===== config.mk =====
export PLATFORM = sky130hd
export DESIGN_NAME = sort_loader
export DESIGN_NICKNAME = d
export VERILOG_FILES = /design/src/rtl/sort_loader.sv
export SDC_FILE = /design/constraint.sdc
export NUM_CORES = 1
export LEC_CHECK = 0
export ABC_AREA = 1
export CAP_MARGIN = 20
export CORE_MARGIN = 2
export CORE_UTILIZATION = 40
export CTS_BUF_LIST = sky130_fd_sc_hd__clkbuf_8
export DETAILED_ROUTE_END_ITERATION = 7
export PLACE_DENSITY = 0.84
export SYNTH_ARGS = -nofsm -noshare
export SYNTH_HDL_FRONTEND = slang
export SYNTH_SLANG_ARGS = --single-unit

===== constraint.sdc =====
create_clock -name i_clk -period 1.49 [get_ports i_clk]
set_clock_uncertainty 0.1 [all_clocks]
set_input_delay 0.298 -clock i_clk [delete_from_list [all_inputs] [get_ports i_clk]]
set_output_delay 0.298 -clock i_clk [all_outputs]
set_load 0.02 [all_outputs]

===== src/rtl/sort_loader.sv =====
// -----------------------------------------------------------------------------
// sort_loader
//
// Streams N words from an upstream valid/ready source into a sort memory at
// addresses 0..N-1. It then kicks an external sort controller and waits for
// that controller to report completion before signalling job done.
//
// Ports
//   i_clk         single clock, all state changes on the rising edge
//   i_rst         synchronous active-high reset
//   i_start       begin a load-and-sort job (only honoured in Idle)
//   i_in_valid    upstream word present on i_in_data
//   i_in_data     upstream data word (W bits)
//   o_in_ready    loader accepts i_in_data this cycle (Load state only)
//   o_mem_addr    sort memory write address, always the word counter
//   o_mem_wdata   sort memory write data, always i_in_data
//   o_mem_wr      sort memory write strobe, the only write qualifier
//   o_sort_start  one-cycle start pulse to the sort controller
//   i_sort_done   done pulse from the sort controller (honoured in Wait only)
//   o_busy        high in every state except Idle
//   o_done        one-cycle pulse when the sorted job is complete
// -----------------------------------------------------------------------------
module sort_loader #(
   parameter int N  = 8,
   parameter int W  = 8,
   parameter int AW = 3
) (
   input  logic          i_clk,
   input  logic          i_rst,
   input  logic          i_start,
   input  logic          i_in_valid,
   input  logic [W-1:0]  i_in_data,
   output logic          o_in_ready,
   output logic [AW-1:0] o_mem_addr,
   output logic [W-1:0]  o_mem_wdata,
   output logic          o_mem_wr,
   output logic          o_sort_start,
   input  logic          i_sort_done,
   output logic          o_busy,
   output logic          o_done
);

   typedef enum logic [2:0] {
      S_IDLE = 3'd0,
      S_INIT = 3'd1,
      S_LOAD = 3'd2,
      S_KICK = 3'd3,
      S_WAIT = 3'd4,
      S_DONE = 3'd5
   } state_t;

   // Counter value of the final word of a job.
   localparam logic [AW-1:0] LAST_CNT = AW'(N - 1);

   state_t          r_state;
   state_t          w_next_state;
   logic [AW-1:0]   r_cnt;
   logic            r_in_ready;
   logic            r_busy;
   logic            r_sort_start;
   logic            r_done;
   logic            w_xfer;

   // A transfer is a Load cycle with a valid word. Reset blocks it so that an
   // aborted job cannot disturb memory in the cycle reset is applied.
   assign w_xfer = r_in_ready & i_in_valid & ~i_rst;

   // Next-state decode for the job sequence.
   always_comb begin
      w_next_state = S_IDLE;
      case (r_state)
         S_IDLE: begin
            if (i_start) begin
               w_next_state = S_INIT;
            end else begin
               w_next_state = S_IDLE;
            end
         end
         S_INIT: begin
            w_next_state = S_LOAD;
         end
         S_LOAD: begin
            if (w_xfer && (r_cnt == LAST_CNT)) begin
               w_next_state = S_KICK;
            end else begin
               w_next_state = S_LOAD;
            end
         end
         S_KICK: begin
            // i_sort_done here is deliberately not looked at.
            w_next_state = S_WAIT;
         end
         S_WAIT: begin
            if (i_sort_done) begin
               w_next_state = S_DONE;
            end else begin
               w_next_state = S_WAIT;
            end
         end
         S_DONE: begin
            w_next_state = S_IDLE;
         end
         default: begin
            // Unused encodings recover to Idle.
            w_next_state = S_IDLE;
         end
      endcase
   end

   // State register, word counter and Moore output flags. The flags are
   // decoded from the next state so they line up with the present state
   // one edge later, which keeps them glitch-free.
   always_ff @(posedge i_clk) begin
      if (i_rst) begin
         r_state      <= S_IDLE;
         r_cnt        <= '0;
         r_in_ready   <= 1'b0;
         r_busy       <= 1'b0;
         r_sort_start <= 1'b0;
         r_done       <= 1'b0;
      end else begin
         r_state      <= w_next_state;
         r_in_ready   <= (w_next_state == S_LOAD);
         r_busy       <= (w_next_state != S_IDLE);
         r_sort_start <= (w_next_state == S_KICK);
         r_done       <= (w_next_state == S_DONE);
         if (r_state == S_INIT) begin
            r_cnt <= '0;
         end else if (w_xfer) begin
            // Wraps harmlessly after the last word; Init clears it per job.
            r_cnt <= r_cnt + AW'(1);
         end else begin
            r_cnt <= r_cnt;
         end
      end
   end

   // Reset forces every control output low even in the cycle it is first
   // applied, before the state register has returned to Idle.
   assign o_in_ready   = r_in_ready & ~i_rst;
   assign o_mem_wr     = w_xfer;
   assign o_sort_start = r_sort_start & ~i_rst;
   assign o_busy       = r_busy & ~i_rst;
   assign o_done       = r_done & ~i_rst;

   // Address and data are unqualified; o_mem_wr alone decides a write.
   assign o_mem_addr   = r_cnt;
   assign o_mem_wdata  = i_in_data;

endmodule

; Yosys cells after proc, flatten, opt, wreduce, memory -nomap -nowiden
; Cells that the tools add are included.
[totals]
word_cells = 30
reg_bits = 10
input_bits = 13
output_inout_bits = 16
[op_classes]
n_eq_ne = 8
n_reduce_logical = 4
n_addsub = 1
n_mux = 4
n_bitwise = 7
[op_table]
columns = cell, n
row1 = 3-bit case mux with 5 select lines, 1
row2 = "3-bit by 2-bit equality test with 1-bit output, second input constant", 4
row3 = "3-bit equality test, second input constant", 3
row4 = 1-bit bitwise AND, 6
row5 = "3-bit by 1-bit adder with 3-bit output, second input constant", 1
row6 = "3-bit by 1-bit equality test with 1-bit output, second input constant", 1
row7 = 3-bit zero test, 1
row8 = 1-bit two-way mux, 3
row9 = 3-bit nonzero test, 1
row10 = 2-bit OR reduction, 1
row11 = 1-bit logical AND, 1
row12 = 1-bit NOT, 1

; Logic depth before layout (Yosys ltp)
[logic_depth]
ltp_word = 6
mapped_depth = 8
mapped_depth_nobuf = 8

; Worst setup path before layout
; OpenSTA, ideal clock, no wires.
[synth_timing]
kind = register to register
from = register r_cnt[0] (netlist: o_mem_addr[0])
to = register r_in_ready
setup_ns = 0.114
synth_period_minus_slack_ns = 1.303
path_stages_with_launch = 8
arrival_time_ns = 1.089
path_buffers = 0
required_ns = 1.276
setup_slack_ns = 0.187
path_cell_list = dfxtp_1 ha_1 ha_1 nand2_1 nor2_2 nand2_2 nand2_2 nor2_1
[synth_between]
elab_chain_cells = 5
[synth_rtl]
columns = element, line_no
row1 = "start, declared", 57  ; logic [AW-1:0] r_cnt;
row2 = "start signal, assigned", 131  ; r_cnt <= r_cnt + AW'(1);
row3 = "start signal, assigned", 133  ; r_cnt <= r_cnt;
row4 = 3-bit equality test, 83  ; if (w_xfer && (r_cnt == LAST_CNT)) begin
row5 = 1-bit logical AND, 83
row6 = 1-bit two-way mux, 83
row7 = 3-bit case mux with 5 select lines, 71  ; case (r_state)
row8 = 3-bit by 2-bit equality test with 1-bit output, 123  ; r_in_ready <= (w_next_state == S_LOAD);
row9 = "end signal, assigned", 123
row10 = "end, declared", 58  ; logic r_in_ready;
; Every way passes these cells.
; A chain may end at the register's enable or synchronous reset.

; Final worst setup path
[layout_timing]
from = input i_in_valid
to = output o_mem_wr
[layout_between]
elab_chain_cells = 2
[layout_rtl]
columns = element, line_no
row1 = "start, declared", 31  ; input logic i_in_valid,
row2 = 1-bit bitwise AND (2 in a row), 66  ; assign w_xfer = r_in_ready & i_in_valid & ~i_rst;
row3 = "end, declared", 36  ; output logic o_mem_wr,
; Every way passes these cells.

==> reports/summary.log <==
[placed_design] final RePlAce weighted congestion 0.771
[drt] antenna-violating nets left 0
[clock_network] buffer cell driving the clock tree root sky130_fd_sc_hd__clkbuf_8
[clock_network] sink count of the clock tree 10
[worst_setup_path] slowest stage cell, crit path sky130_fd_sc_hd__clkdlybuf4s50_1
[clock_network] Setup Buffers After CTS 0
[worst_setup_path] cell type group with the largest total delay on the critical path buffers and inverters
[flow_run] max-cap violations 0
[synth] synthesized net count 89
[placed_design] port buffer count 12
[min_path] worst hold path depth 2
[synth] area leader, netlist sky130_fd_sc_hd__dfxtp_1
[layout] diode insertion count for antenna repair 0
[layout] final net count 99
[outcome] run status complete, no violations
[drt] DRC 0
[synth] post-synth top area share 0.358
[floorplan] area of the die 0.00171 mm2
[worst_setup_path] endpoint of the most critical register-to-register path r_busy
[layout] proportion of layout cells with a drive suffix above 1 0.253
[timing] slew at the pin closest to its max-slew limit 0.209 ns
[pwr] power per cell area 1040 mW/mm2
[grt] first-pass GRT wire length 1280 um
[grt] vias in the first global route 317
[min_path] Hold Path Class reg2reg
[synth] Area contributors post-synth sky130_fd_sc_hd__dfxtp_1 (36%), sky130_fd_sc_hd__buf_4 (11%), sky130_fd_sc_hd__nand2_1 (11%)
[grt] maximum number of pins on one net before global-route repair 7
[synth] synthesis-stage register bit count 10
[layout] final cell count without fillers 98
[worst_setup_path] FF-to-FF Start o_mem_addr[0]
[clock_network] clock edge transition at the registers on the reported setup and hold paths 0.05 ns
[floorplan] count of boundary I/O pins 29
[grt] initial antenna violation count 0
[timing] slew margin rel. 0.861
[floorplan] Chip Height 41.4 um
[worst_setup_path] critical path class in2out
[clock_network] hold bufs inserted after CTS 0
[synth] share of the yosys chip area belonging to registers 0.358
[synth] post-synthesis cell type count 19
[pwr] leakage power total 0.374 nW
[synth] Syn Std Cell Area 559 um2
[clock_network] CTS HTree Levels 1
[worst_setup_path] cells on worst reg2reg path 8
[placed_design] instance area after placement 642 um2
[synth] flip-flop cell with the highest count after synthesis sky130_fd_sc_hd__dfxtp_1
[placed_design] number of placed instances with taps included 94
[layout] utilization after layout 0.532
[worst_setup_path] CP Capture Type primary output
[layout] design area 692 um2
[synth] count of synthesis-stage warnings from yosys 0
[worst_setup_path] arrival time of data at the critical path endpoint 1.06 ns
[worst_setup_path] CP peak stage delay 0.47 ns
[timing] hold_ws 0.378 ns
[timing] Slew Viols, Final 0
[synth] most frequent cells after synthesis sky130_fd_sc_hd__nand2_1 (16), sky130_fd_sc_hd__inv_1 (11), sky130_fd_sc_hd__dfxtp_1 (10)
[layout] area added between synthesis and finish 23.7%
[worst_setup_path] type of element launching the critical path primary input
[floorplan] Placeable Area 0.00130 mm2
[synth] leading cell type by number of instances after synthesis sky130_fd_sc_hd__nand2_1
[min_path] hold path endpoint o_mem_addr[2]
[worst_setup_path] Buf+Inv Stages, Crit Path 2
[drt] detailed-routing iteration count for the pre-antenna-repair pass 4
[placed_design] Setup WS pre-CTS -0.556 ns
[drt] Via Count 432
[drt] routed wire length 894 um
[clock_network] Skew-Pair Late Insertion Delay 0.23 ns
[floorplan] effective utilization at floorplan 0.430
[clock_network] buffer depth of the longest clock path 2
[synth] count of flip-flops with a built-in enable after synthesis 0
[synth] Cells after Synth 74
[timing] Min Clock Period, post-route 1.46 ns
[min_path] hold path start o_mem_addr[2]
[timing] hold violation total from the final report 0
[pwr] worst IR drop on VDD 0.000548 V
[clock_network] CTS tree built
[placed_design] dpl hpwl 747 um
[timing] setup repair after global routing missed its margin yes
[worst_setup_path] worst path required time 1.09 ns
[clock_network] total clock buffers created by CTS 3
[timing] final-report setup violation count 0
[synth] fraction of registers with async set or reset after synthesis 0
[pwr] Final Total Pwr 0.720 mW
[grt] aggregate global-route resource usage 0.121
[synth] Syn Area/Cell 7.56 um2
[grt] global-route congestion overflow total 0
[timing] Setup Total Neg Slack 0 ns
[drt] 1st-iter DRT viols 4
[timing] Highest Clock Rate 0.684 GHz
[drt] via density per instance 4.41
[timing] period utilisation layout 0.981
[floorplan] Row Count 13
[timing] worst-case setup margin in the final layout 0.0284 ns
[worst_setup_path] Max FO, Critical Path 2
[worst_setup_path] crit-path cells clkdlybuf4s50_1, nand2_2, nor2_8, buf_6
[drt] routed len/inst 9.12 um
[worst_setup_path] setup slack on the worst flop-to-flop path 0.23 ns
[floorplan] width of the die 41.4 um
## routing by layer
layer  vias to the layer above  GRT usage  routed length [um]
met5                         -          0                   0
met4                         0     0.0806                  11
met3                         2     0.0319                  92
met2                        21      0.191                 427
met1                       179      0.142                 362
li1                        230          -                   -
## cell type report
type,instances,area [um2]
fillers,132,609
multi-input cells,41,235
flip-flops and latches,10,200
repair buffers,14,130
clock buffers,4,55.1
inverters,14,52.6
well taps,15,18.8
## report_power, final
part	leakage, nW	total, mW	switching, mW	internal (mW)
clock	0.0288	0.340	0.108	0.232
combinational	0.264	0.0902	0.0528	0.0373
sequential	0.0814	0.290	0.00899	0.281
total	0.374	0.720	0.169	0.551
## sequential cells by signal, summed over array words and instances, names as in the netlist
name and count:
r_in_ready 1, r_sort_start 1, r_done 1, r_state 3, r_busy 1, o_mem_addr 3
## placed cells by master (no fill, tap or decap), types with 3 or more instances in the layout
master / instances
sky130_fd_sc_hd__dfxtp_1: 10
sky130_fd_sc_hd__nand2_2: 4
sky130_fd_sc_hd__nor2_1: 8
sky130_fd_sc_hd__nand2_1: 16
sky130_fd_sc_hd__inv_1: 11
sky130_fd_sc_hd__clkdlybuf4s50_1: 3
sky130_fd_sc_hd__dlygate4sd2_1: 6
sky130_fd_sc_hd__clkbuf_8: 4
## cell families after synthesis
kind of cell / synth area share
AO/OA/AOI/OAI: 0.0336
flip-flops: 0.358
buffers and inverters: 0.221
adder cells (fa/ha/maj): 0.0447
AND/OR/NAND/NOR: 0.342
## how the worst max path moves through the flow
stage	cells after the start	slack, ns	to	startpoint
4_1_cts	4	0.003	o_mem_wr	i_in_valid
3_5_place_dp	3	-0.56	o_mem_wr	i_rst
5_1_grt	4	-0.008	o_mem_wr	i_in_valid
6_report	4	0.03	o_mem_wr	i_in_valid
3_3_place_gp	3	-0.56	o_mem_wr	i_rst
2_1_floorplan	7	0.19	r_in_ready	o_mem_addr[0]
## timing repair
action	in CTS	in global routing
resized for setup	15	2
endpoints found under the hold margin	0	0
endpoints found under the setup margin	10	2
## tightest hold or removal path: cells and delay by family (launching register included)
family / cells / cell delay, ns
flip-flops: 1 / 0.32
AO/OA/AOI/OAI: 1 / 0.05
AND/OR/NAND/NOR: 1 / 0.06
(Power assumes the default switching activity.)
